### config.mk
export PLATFORM = sky130hd
export DESIGN_NAME = shift_sequencer
export DESIGN_NICKNAME = d
export VERILOG_FILES = /design/src/rtl/shift_sequencer.sv
export SDC_FILE = /design/constraint.sdc
export NUM_CORES = 1
export LEC_CHECK = 0
export BUFFER_PORTS_ARGS = -buffer_cell sky130_fd_sc_hd__buf_2
export CORE_MARGIN = 2
export CORE_UTILIZATION = 48
export CTS_BUF_LIST = sky130_fd_sc_hd__clkbuf_8
export DETAILED_ROUTE_END_ITERATION = 10
export PLACE_DENSITY = 0.79
export REMOVE_ABC_BUFFERS = 1
export SYNTH_ARGS = -nofsm -noshare
export SYNTH_HDL_FRONTEND = slang
export SYNTH_SLANG_ARGS = --single-unit
### constraint.sdc
create_clock -name clk -period 1.8 [get_ports clk]
set_input_delay 0.09 -clock clk [delete_from_list [all_inputs] [get_ports clk]]
set_output_delay 0.09 -clock clk [all_outputs]
set_load 0.005 [all_outputs]
### src/rtl/shift_sequencer.sv
// shift_sequencer: sequences shift/rotate requests through one shared barrel shifter
module shift_sequencer #(
    parameter int DATA_W = 32,
    parameter int AMT_W  = 5
) (
    input  logic              clk,
    input  logic              rst_n,
    input  logic              req_valid,
    output logic              req_ready,
    input  logic [2:0]        req_op,
    input  logic [DATA_W-1:0] req_a,
    input  logic [AMT_W-1:0]  req_amt,
    output logic              resp_valid,
    input  logic              resp_ready,
    output logic [DATA_W-1:0] resp_result,
    output logic              resp_err,
    output logic              busy,
    output logic [DATA_W-1:0] sh_a,
    output logic [AMT_W-1:0]  sh_amt,
    output logic [1:0]        sh_sel,
    input  logic [DATA_W-1:0] sh_result
);
    localparam logic [2:0] OP_SHR  = 3'b001;
    localparam logic [2:0] OP_SHRA = 3'b010;
    localparam logic [2:0] OP_ROL  = 3'b011;
    localparam logic [2:0] OP_ROR  = 3'b100;
    localparam logic [1:0] SEL_SHL  = 2'b00;
    localparam logic [1:0] SEL_SHR  = 2'b01;
    localparam logic [1:0] SEL_SHRA = 2'b10;

    typedef enum logic [1:0] {IDLE, PASS1, PASS2, RESP} state_t;

    state_t              state_q, state_d;
    logic [2:0]          op_q, op_d;
    logic [DATA_W-1:0]   a_q, a_d, acc_q, acc_d, res_q, res_d;
    logic [AMT_W-1:0]    amt_q, amt_d;
    logic                err_q, err_d;
    logic                is_rot, is_bad;

    assign is_rot      = (op_q == OP_ROL) || (op_q == OP_ROR);
    assign is_bad      = op_q > OP_ROR;
    assign req_ready   = state_q == IDLE;
    assign busy        = state_q != IDLE;
    assign resp_valid  = state_q == RESP;
    assign resp_result = res_q;
    assign resp_err    = err_q;

    // State and datapath registers; reset abandons any operation in flight
    always_ff @(posedge clk) begin
        if (!rst_n) begin
            state_q <= IDLE;
            op_q    <= '0;
            a_q     <= '0;
            amt_q   <= '0;
            acc_q   <= '0;
            res_q   <= '0;
            err_q   <= 1'b0;
        end else begin
            state_q <= state_d;
            op_q    <= op_d;
            a_q     <= a_d;
            amt_q   <= amt_d;
            acc_q   <= acc_d;
            res_q   <= res_d;
            err_q   <= err_d;
        end
    end

    // Next state and shifter drive; a rotate is two opposite shifts ORed together
    always_comb begin
        state_d = state_q;
        op_d    = op_q;
        a_d     = a_q;
        amt_d   = amt_q;
        acc_d   = acc_q;
        res_d   = res_q;
        err_d   = err_q;
        sh_a    = '0;
        sh_amt  = '0;
        sh_sel  = SEL_SHL;
        case (state_q)
            IDLE: begin
                if (req_valid) begin
                    op_d    = req_op;
                    a_d     = req_a;
                    amt_d   = req_amt;
                    state_d = PASS1;
                end
            end
            PASS1: begin
                sh_a   = a_q;
                sh_amt = amt_q;
                sh_sel = (op_q == OP_SHR || op_q == OP_ROR) ? SEL_SHR :
                         (op_q == OP_SHRA) ? SEL_SHRA : SEL_SHL;
                acc_d  = sh_result;
                if (is_bad) begin
                    res_d   = '0;
                    err_d   = 1'b1;
                    state_d = RESP;
                end else if (is_rot && amt_q != '0) begin
                    state_d = PASS2;
                end else begin
                    res_d   = sh_result;
                    err_d   = 1'b0;
                    state_d = RESP;
                end
            end
            PASS2: begin
                sh_a    = a_q;
                sh_amt  = '0 - amt_q;
                sh_sel  = (op_q == OP_ROL) ? SEL_SHR : SEL_SHL;
                res_d   = acc_q | sh_result;
                err_d   = 1'b0;
                state_d = RESP;
            end
            RESP: begin
                if (resp_ready) state_d = IDLE;
            end
            default: state_d = IDLE;
        endcase
    end
endmodule

==> results of run 1 <==
[timing repair]
| item | in CTS | in global routing |
|---|---|---|
| pin swaps | 7 | 7 |
| gates cloned | 0 | 1 |
| gates resized for setup | 26 | 15 |
| endpoints found under the setup margin | 52 | 55 |
| hold buffers | 59 | 0 |
| buffers inserted | 6 | 2 |
| endpoints found under the hold margin | 59 | 0 |
[report_power, final]
part | total [mW] | switching (mW) | internal (mW)
Sequential | 3.48 | 0.411 | 3.07
Combinational | 4.07 | 2.20 | 1.87
Clock | 1.49 | 0.819 | 0.670
Total | 9.04 | 3.43 | 5.61
[cell families (layout without fill, tap and decap cells)]
logic type	count (synthesis)	after routing	synth area share [%]
other	0	1	0
adder cells (fa/ha/maj)	6	6	1.54
XOR/XNOR	2	2	0.359
AND/OR/NAND/NOR	232	233	24.1
buffers and inverters	59	261	5.33
multiplexers	33	33	6.76
flip-flops	107	107	43.8
AO/OA/AOI/OAI	120	120	18.1
[cell usage after synthesis, types with 2 or more instances]
cell type    n  area (µm²)
nand2_1    113         424
dfxtp_1    107        2140
clkbuf_1    45         169
a21boi_0    41         308
o21ai_0     38         190
nor2b_1     37         231
and2_1      34         213
mux2i_1     33         330
nand4_1     32         200
o211a_1     32         320
inv_1        7        26.3
ha_1         6        75.1
buf_6        5        56.3
a21oi_1      3        15.0
a22oi_1      3        22.5
nor2_1       3        11.3
nand2b_1     2        12.5
nand4b_1     2        17.5
nor3b_1      2        15.0
xnor2_1      2        17.5
[stage by stage]
step	utilization, %	instance area [µm²]	hold WS, ns
2_1_floorplan	-	4650	0.218
3_3_place_gp	58.8	5780	0.341
3_5_place_dp	58.8	5780	0.346
4_1_cts	68.0	6680	0.00105
5_1_grt	68.9	6760	0.0184
6_report	68.9	6760	0.00143
[layout make-up]
cell class | instances | area [µm²]
Antenna cell | 1 | 2.50
Clock buffer | 10 | 138
Sequential cell | 107 | 2150
Timing Repair Buffer | 239 | 1650
Fill cell | 786 | 3060
Multi-Input combinational cell | 394 | 2570
Clock inverter | 5 | 55.1
Inverter | 7 | 33.8
Tap cell | 133 | 166
[state kept, by name, indices dropped and copies added (netlist names)]
register	cells
amt_q	5
state_q	2
acc_q	32
a_q	32
resp_result	32
resp_err	1
op_q	3
[worst min-delay path: cells and delay by family]
family	cells	cell delay [ns]
and+or+nand+nor	1	0.10
buffers and inverters	1	0.08
muxes	1	0.07
[worst max-delay path by stage]
stage	start	end	slack, ns	cells past startpoint
floorplan	state_q[1]$_SDFFE_PN0P_	resp_result[0]$_SDFFE_PN0P_	-1.34	6
global placement	amt_q[0]$_SDFFE_PN0P_	resp_result[15]$_SDFFE_PN0P_	0.03	7
detailed placement	amt_q[0]$_SDFFE_PN0P_	resp_result[26]$_SDFFE_PN0P_	-0.07	8
CTS	state_q[0]$_SDFFE_PN0P_	sh_amt[0]	0.004	6
global route	state_q[0]$_SDFFE_PN0P_	sh_amt[3]	-0.08	8
finish	state_q[0]$_SDFFE_PN0P_	sh_sel[0]	-0.006	6
[routing by layer]
| metal | wire length [µm] | track usage, % | part of all wire (%) | vias up |
|---|---|---|---|---|
| met3 | 796 | 4.62 | 5.4 | 38 |
| met4 | 418 | 10.7 | 2.8 | 0 |
| met5 | 0 | 0 | 0 | - |
| met2 | 7450 | 43.7 | 51 | 174 |
| li1 | - | - | - | 2308 |
| met1 | 6050 | 31.6 | 41 | 2366 |
==> flow_summary_export.csv, run 1 <==
group,metric,value,unit
synthesis,postSynthCellCount,559,
floorplan,ios,151,
placed_design,dpl.hpwl,8580,µm
sta,slew_viol_final,0,
clock_network,cts_tree,"built",
critical_path,cp_cell_sequence,"buf_6, ha_4, inv_4, or3_4, a21boi_2, buf_2",
critical_path,start_kind,"register",
sta,max-slew-margin-rel,61.0,%
sta,rsz0062_at_grt,"yes",
pwr,finalPower,9.04,mW
detailed_routing,antenna_left,0,
global_routing,grt_util_all_layers,25.6,%
outcome,status,"complete, but fails checks",
sta,worst_pin_slew,0.585,ns
sta,fin_crit,1.81,ns
synthesis,synth-seq-cells,107,
final_layout,drive_above_1_share,28.2,%
detailed_routing,drtIter0Drc,233,
placed_design,port_buffers,150,
hold_path,holdPathStages,3,
placed_design,gp_congestion,0.793,
synthesis,ys_seq_area_share,43.8,%
critical_path,crit_buf_inv,3,
floorplan,start_util,49.8,%
detailed_routing,vias,4886,
run,max_cap_violations,0,
global_routing,grt_pass1_wl,23000,µm
clock_network,h-tree-depth,3,
final_layout,mostFrequentLayoutCells,"149 x buf_2, 113 x nand2_1, 103 x dfxtp_1",
clock_network,clock_latency,0.37,ns
global_routing,antenna_found_initial,1,
synthesis,async_flop_share,0,%
synthesis,synth-edff-count,0,
critical_path,regToRegEndpoint,"resp_result[4]$_SDFFE_PN0P_",
floorplan,fp.dieW,105,µm
detailed_routing,via_per_inst,5.45,
global_routing,grt_max_degree,41,
critical_path,path_max_fanout,4,
global_routing,grt_overflow,0,
clock_network,numCtsBuffers,9,
sta,fin_crit_sh,100,%
critical_path,criticalPathCategory,"register to output pin",
detailed_routing,drtPass1Iterations,5,
sta,tns,-0.00550,ns
pwr,ir_worst_vdd,639,µV
critical_path,slowest_delay,0.39,ns
critical_path,cp_slowest_cell,"dfxtp_4",
clock_network,cts_buffer_depth,2,
synthesis,yosys_most_used_dff,"dfxtp_1",
synthesis,synth_area,4890,µm²
outcome,violations,"negative setup slack",
detailed_routing,finalWirelength,14700,µm
sta,finalHoldViolCount,0,
final_layout,fin_cells,896,
global_routing,first_global_vias,4758,
sta,fmax,554,MHz
hold_path,worstHoldPathType,"input pin to register",
critical_path,cp.required,1.71,ns
final_layout,area_growth,38.4,%
pwr,cellLeakagePower,3.16,nW
critical_path,cp_top_family,"flip-flops",
critical_path,critPathArrivalTime,1.72,ns
detailed_routing,wire_per_inst,16.4,µm
floorplan,die_area,11000,µm²
synthesis,yosysWarnings,0,
floorplan,die_h,105,µm
clock_network,path_clk_slew,0.10,ns
final_layout,final_nets,840,
critical_path,r2r_start,"amt_q[0]$_SDFFE_PN0P_",
critical_path,regToRegSetupSlack,0.06,ns
hold_path,worstHoldStart,"sh_result[27]",
clock_network,clockRootBuffer,"clkbuf_8",
sta,finalSetupViolCount,1,
critical_path,rr_worst_depth,7,
floorplan,core,9820,µm²
synthesis,avgSynthCellArea,8.74,µm²
synthesis,ys_types,32,
placed_design,place_ws,-0.0746,ns
final_layout,final_common_cell,"buf_2",
critical_path,end_kind,"output pin",
clock_network,cts_sinks,107,
pwr,power_density,1340,nW/µm²
hold_path,min_to,"acc_q[27]$_SDFFE_PN0P_",
sta,postLayoutSetupSlackWorst,-0.00550,ns
placed_design,placed_cells,812,
detailed_routing,drc,0,
floorplan,rows,36,
sta,finClkSkew,0.0148,ns
(Power assumes the default switching activity.)
==> inputs of run 2 (changes only) <==
--- a/config.mk
+++ b/config.mk
@@ -11,6 +11,7 @@
 export CTS_BUF_LIST = sky130_fd_sc_hd__clkbuf_8
 export DETAILED_ROUTE_END_ITERATION = 10
 export PLACE_DENSITY = 0.79
+export RECOVER_POWER = 50
 export REMOVE_ABC_BUFFERS = 1
 export SYNTH_ARGS = -nofsm -noshare
 export SYNTH_HDL_FRONTEND = slang
==> run 2 against run 1 <==
Net effect: the run still ends with negative setup slack left; setup slack got worse by 0.00074 ns; critical path type unchanged; cell count stayed put; total power decreased by 0.64%; hold slack barely moved; register-to-register slack about the same; critical path depth did not move; count of clock-buffer cells in the layout is the same.
==> flow_summary_export.csv, run 2 (synthesis gave the netlist of run 1 again) <==
group,metric,value,unit
clock_network,clockRootBuffer,"clkbuf_8",
critical_path,rr_worst_depth,7,
global_routing,grt_pass1_wl,23000,µm
hold_path,worstHoldPathType,"input pin to register",
floorplan,die_h,105,µm
final_layout,area_growth,37.8,%
placed_design,dpl.hpwl,8580,µm
critical_path,regToRegSetupSlack,0.06,ns
critical_path,cp_cell_sequence,"buf_6, ha_4, inv_4, or3_4, a21boi_2, buf_2",
detailed_routing,drtPass1Iterations,4,
critical_path,path_max_fanout,4,
floorplan,rows,36,
pwr,ir_worst_vdd,638,µV
detailed_routing,drc,0,
detailed_routing,finalWirelength,14700,µm
critical_path,critPathArrivalTime,1.72,ns
final_layout,final_common_cell,"buf_2",
clock_network,numCtsBuffers,9,
clock_network,cts_sinks,107,
outcome,violations,"negative setup slack",
placed_design,port_buffers,150,
critical_path,crit_start,"state_q[0]$_SDFFE_PN0P_",
detailed_routing,via_per_inst,5.43,
pwr,cellLeakagePower,3.07,nW
run,max_cap_violations,0,
detailed_routing,wire_per_inst,16.4,µm
sta,slew_viol_final,0,
sta,whs,0.00191,ns
sta,fin_crit,1.81,ns
global_routing,grt_util_all_layers,25.6,%
global_routing,grt_overflow,0,
sta,fin_crit_sh,100,%
detailed_routing,antenna_left,0,
sta,finClkSkew,0.0157,ns
floorplan,ios,151,
floorplan,start_util,49.8,%
critical_path,cp_slowest_cell,"dfxtp_4",
floorplan,fp.dieW,105,µm
global_routing,grt_max_degree,41,
critical_path,regToRegEndpoint,"resp_result[24]$_SDFFE_PN0P_",
hold_path,holdPathStages,3,
final_layout,post-route-util,68.6,%
sta,tns,-0.00624,ns
sta,max-slew-margin-rel,60.9,%
clock_network,cts_buffer_depth,2,
critical_path,end_kind,"output pin",
global_routing,first_global_vias,4758,
clock_network,h-tree-depth,3,
sta,rsz0062_at_grt,"yes",
detailed_routing,drtIter0Drc,231,
critical_path,start_kind,"register",
pwr,power_density,1330,nW/µm²
sta,fmax,554,MHz
final_layout,drive_above_1_share,25.2,%
global_routing,antenna_found_initial,1,
clock_network,clock_latency,0.37,ns
critical_path,r2r_start,"amt_q[0]$_SDFFE_PN0P_",
final_layout,final_nets,840,
hold_path,worstHoldStart,"sh_result[27]",
sta,postLayoutSetupSlackWorst,-0.00624,ns
floorplan,die_area,11000,µm²
detailed_routing,vias,4865,
placed_design,gp_congestion,0.793,
final_layout,nFillCells,800,
sta,finalHoldViolCount,0,
final_layout,mostFrequentLayoutCells,"126 x buf_2, 113 x nand2_1, 103 x dfxtp_1",
sta,finalSetupViolCount,1,
sta,worst_pin_slew,0.586,ns
clock_network,cts_tree,"built",
critical_path,slowest_delay,0.39,ns
outcome,status,"complete, but fails checks",
critical_path,criticalPathCategory,"register to output pin",
floorplan,core,9820,µm²
critical_path,cp.required,1.71,ns
clock_network,path_clk_slew,0.10,ns
hold_path,min_to,"acc_q[27]$_SDFFE_PN0P_",
==> run 2: critical path, delay by kind of cell (launching register included) <==
kind | cells | cell delay (ns)
buffers and inverters | 3 | 0.29
AOI/OAI and AO/OA | 1 | 0.15
and+or+nand+nor | 1 | 0.36
DFF | 1 | 0.39
adders and majority gates | 1 | 0.17
==> run 2: worst max path at each step <==
stage                                               to  cells after the start  slack, ns
after floorplan            resp_result[0]$_SDFFE_PN0P_                      6      -1.34
after global placement    resp_result[15]$_SDFFE_PN0P_                      7       0.03
after detailed placement  resp_result[26]$_SDFFE_PN0P_                      8      -0.07
after CTS                                    sh_amt[0]                      6      0.004
after global routing                         sh_amt[3]                      8      -0.08
final                                        sh_sel[0]                      6     -0.006
==> run 2: stage by stage <==
step	setup WS, ns	std cells	power (mW)	area (µm²)
2_1_floorplan	-1.34	507	5.47	4650
3_3_place_gp	0.0329	812	6.86	5780
3_5_place_dp	-0.0746	812	7.00	5780
4_1_cts	0.00396	892	8.77	6680
5_1_grt	-0.0801	896	9.51	6740
6_report	-0.00624	896	8.98	6740
==> run 2: area by class of cell <==
| type | count | area [µm²] | area share, % |
|---|---|---|---|
| Antenna cell | 1 | 2.50 | 0.0372 |
| Inverter | 7 | 33.8 | 0.502 |
| Clock inverter | 5 | 55.1 | 0.817 |
| Multi-Input combinational cell | 394 | 2570 | 38.1 |
| Clock buffer | 10 | 138 | 2.04 |
| Timing Repair Buffer | 239 | 1620 | 24.0 |
| Tap cell | 133 | 166 | 2.47 |
| Sequential cell | 107 | 2150 | 32.0 |
==> run 2: where the power goes <==
| group | leakage [nW] | internal [mW] | switching (mW) | total [mW] |
|---|---|---|---|---|
| logic | 2.09 | 1.80 | 2.20 | 4.00 |
| clock network | 0.0995 | 0.670 | 0.818 | 1.49 |
| registers | 0.881 | 3.07 | 0.418 | 3.49 |
==> run 2: layer usage <==
metal | vias up | GRT usage, % | part of all wire (%) | wire [µm]
met1 | 2313 | 31.6 | 41 | 5990
met5 | - | 0 | 0 | 0
li1 | 2308 | - | - | -
met3 | 44 | 4.62 | 5.6 | 829
met2 | 200 | 43.7 | 51 | 7460
met4 | 0 | 10.7 | 3.0 | 442
==> run 2: repair_timing <==
item / 4_1_cts / 5_1_grt
resized for setup: 26 / 15
pin swaps: 7 / 7
setup endpoints to repair: 52 / 55
hold buffers: 59 / 0
buffers inserted: 6 / 2
cloned: 0 / 1
hold endpoints to repair: 59 / 0
==> inputs of run 3 (changes only) <==
--- a/config.mk
+++ b/config.mk
@@ -7,10 +7,9 @@
 export LEC_CHECK = 0
 export BUFFER_PORTS_ARGS = -buffer_cell sky130_fd_sc_hd__buf_2
 export CORE_MARGIN = 2
-export CORE_UTILIZATION = 48
+export CORE_UTILIZATION = 38
 export CTS_BUF_LIST = sky130_fd_sc_hd__clkbuf_8
 export DETAILED_ROUTE_END_ITERATION = 10
-export PLACE_DENSITY = 0.79
 export RECOVER_POWER = 50
 export REMOVE_ABC_BUFFERS = 1
 export SYNTH_ARGS = -nofsm -noshare
==> run 3 against run 2 <==
Net effect: the flow now finishes without violations; clock skew down 0.0024 ns; count of clock-buffer cells in the layout up 3; sequential share of layout area down 1.2 points; register-to-register slack better by 0.04 ns; core utilization down 13 points; fmax up 1.7%; sequential power about the same; via count down 2.3%; critical endpoint is now sh_amt[3].
==> flow_summary_export.csv, run 3 (synthesis gave the netlist of run 1 again) <==
group,metric,value,unit
clock_network,cts_sinks,107,
critical_path,start_kind,"register",
final_layout,fin_cells,952,
clock_network,numCtsBuffers,9,
critical_path,criticalPathCategory,"register to output pin",
clock_network,h-tree-depth,3,
placed_design,dpl.hpwl,8480,µm
detailed_routing,wire_per_inst,15.3,µm
clock_network,path_clk_slew,0.10,ns
sta,fin_crit,1.78,ns
final_layout,nFillCells,1171,
critical_path,cp.required,1.71,ns
floorplan,fp.dieW,117,µm
placed_design,gp_congestion,0.709,
detailed_routing,antenna_left,0,
final_layout,area_growth,43.0,%
detailed_routing,vias,4751,
pwr,cellLeakagePower,3.18,nW
final_layout,post-route-util,55.6,%
critical_path,r2r_start,"amt_q[1]$_SDFFE_PN0P_",
placed_design,placed_cells,850,
global_routing,met2_usage,35.3,%
detailed_routing,drtPass1Iterations,4,
final_layout,antenna_cells,0,
hold_path,holdPathStages,3,
global_routing,grt_overflow,0,
critical_path,regToRegEndpoint,"resp_result[4]$_SDFFE_PN0P_",
global_routing,grt_max_degree,108,
hold_path,worstHoldStart,"sh_result[8]",
sta,finClkSkew,0.0133,ns
critical_path,rr_worst_depth,7,
final_layout,final_common_cell,"buf_2",
sta,max-slew-margin-rel,72.4,%
critical_path,critPathArrivalTime,1.69,ns
floorplan,start_util,38.9,%
sta,fin_crit_sh,98.6,%
pwr,power_density,1310,nW/µm²
final_layout,drive_above_1_share,26.9,%
global_routing,antenna_found_initial,0,
floorplan,ios,151,
pwr,ir_worst_vdd,565,µV
sta,slew_viol_final,0,
global_routing,busiest_layer,"met2",
global_routing,gr-usage-met1,25.0,%
floorplan,die_area,13800,µm²
global_routing,grt_util_all_layers,20.5,%
floorplan,core,12600,µm²
outcome,status,"completed",
sta,finalSetupViolCount,0,
final_layout,mostFrequentLayoutCells,"134 x buf_2, 113 x nand2_1, 103 x dfxtp_1",
pwr,finalPower,9.12,mW
floorplan,die_h,117,µm
hold_path,min_to,"acc_q[8]$_SDFFE_PN0P_",
run,max_cap_violations,0,
clock_network,cts_buffer_depth,2,
placed_design,port_buffers,150,
critical_path,regToRegSetupSlack,0.10,ns
sta,worst_pin_slew,0.414,ns
final_layout,register_area,2150,µm²
critical_path,path_max_fanout,20,
clock_network,cts_tree,"built",
detailed_routing,drtIter0Drc,315,
global_routing,met3_usage,4.82,%
sta,rsz0062_at_grt,"yes",
global_routing,first_global_vias,4777,
floorplan,rows,41,
final_layout,final_nets,857,
detailed_routing,drc,0,
detailed_routing,finalWirelength,14500,µm
clock_network,clock_latency,0.38,ns
final_layout,multi_input_area,2610,µm²
detailed_routing,via_per_inst,4.99,
sta,fmax,563,MHz
sta,finalHoldViolCount,0,
critical_path,end_kind,"output pin",
sta,whs,0.0478,ns
clock_network,clockRootBuffer,"clkbuf_8",
hold_path,worstHoldPathType,"input pin to register",
global_routing,grt_pass1_wl,23300,µm
## run 3: changes by cell type in the layout (fill, tap and decap cells not counted), moves of 3 or more
cell,previous run,this run
buf_2,126,134
buf_6,5,2
clkbuf_8,10,13
dlygate4sd3_1,59,71
buf_4,20,27
clkbuf_1,23,15
## run 3: report_power, final
| group | internal, mW | switching [mW] |
|---|---|---|
| combinational | 1.95 | 2.23 |
| sequential | 3.07 | 0.393 |
| clock | 0.656 | 0.823 |
| total | 5.68 | 3.44 |
## run 3: timing repair
action                                  in CTS  in global routing
gates cloned                                 1                  1
hold buffers                                71                  0
resized for setup                           32                 17
endpoints found under the setup margin      70                 69
endpoints found under the hold margin       71                  0
pin swaps                                    9                  6
buffers inserted                             9                  5
## run 3: layout make-up
type                    instances  area share [%]
clock buffers                  13            2.56
inverters                       7           0.448
flip-flops and latches        107            30.8
multi-input cells             395            37.4
repair buffers                255            25.4
well taps                     172            3.08
clock inverters                 3           0.304
## run 3: per-stage QoR
stage	setup TNS (ns)	cell area, µm²	setup slack (ns)
after detailed placement	-1.25	5820	-0.0809
after floorplan	-57.67	4650	-1.34
after global placement	0	5820	0.0176
after global routing	-0.150	6990	-0.0503
final	0	6990	0.0244
after CTS	-0.0242	6900	-0.0151
## run 3: worst max-delay path, stage by stage (launching register included)
cell and delay, ns:
dfxtp_4 0.36, buf_6 0.12, ha_4 0.18, buf_12 0.17, o21ai_1 0.13, o21ai_1 0.07, and2_1 0.15, buf_2 0.13
## run 3: routing by layer
metal	share of wire [%]	up-vias
met1	44	2262
met5	0	-
met4	2.4	0
li1	-	2341
met3	4.6	27
met2	49	121
## run 3: worst max path at each step
stage | depth (start not counted) | slack, ns | end | startpoint
floorplan | 6 | -1.34 | resp_result[0]$_SDFFE_PN0P_ | state_q[1]$_SDFFE_PN0P_
global placement | 7 | 0.02 | resp_result[31]$_SDFFE_PN0P_ | amt_q[0]$_SDFFE_PN0P_
detailed placement | 8 | -0.08 | resp_result[26]$_SDFFE_PN0P_ | amt_q[1]$_SDFFE_PN0P_
CTS | 8 | -0.02 | sh_amt[3] | state_q[0]$_SDFFE_PN0P_
global route | 7 | -0.05 | sh_amt[4] | amt_q[1]$_SDFFE_PN0P_
finish | 7 | 0.02 | sh_amt[3] | state_q[0]$_SDFFE_PN0P_
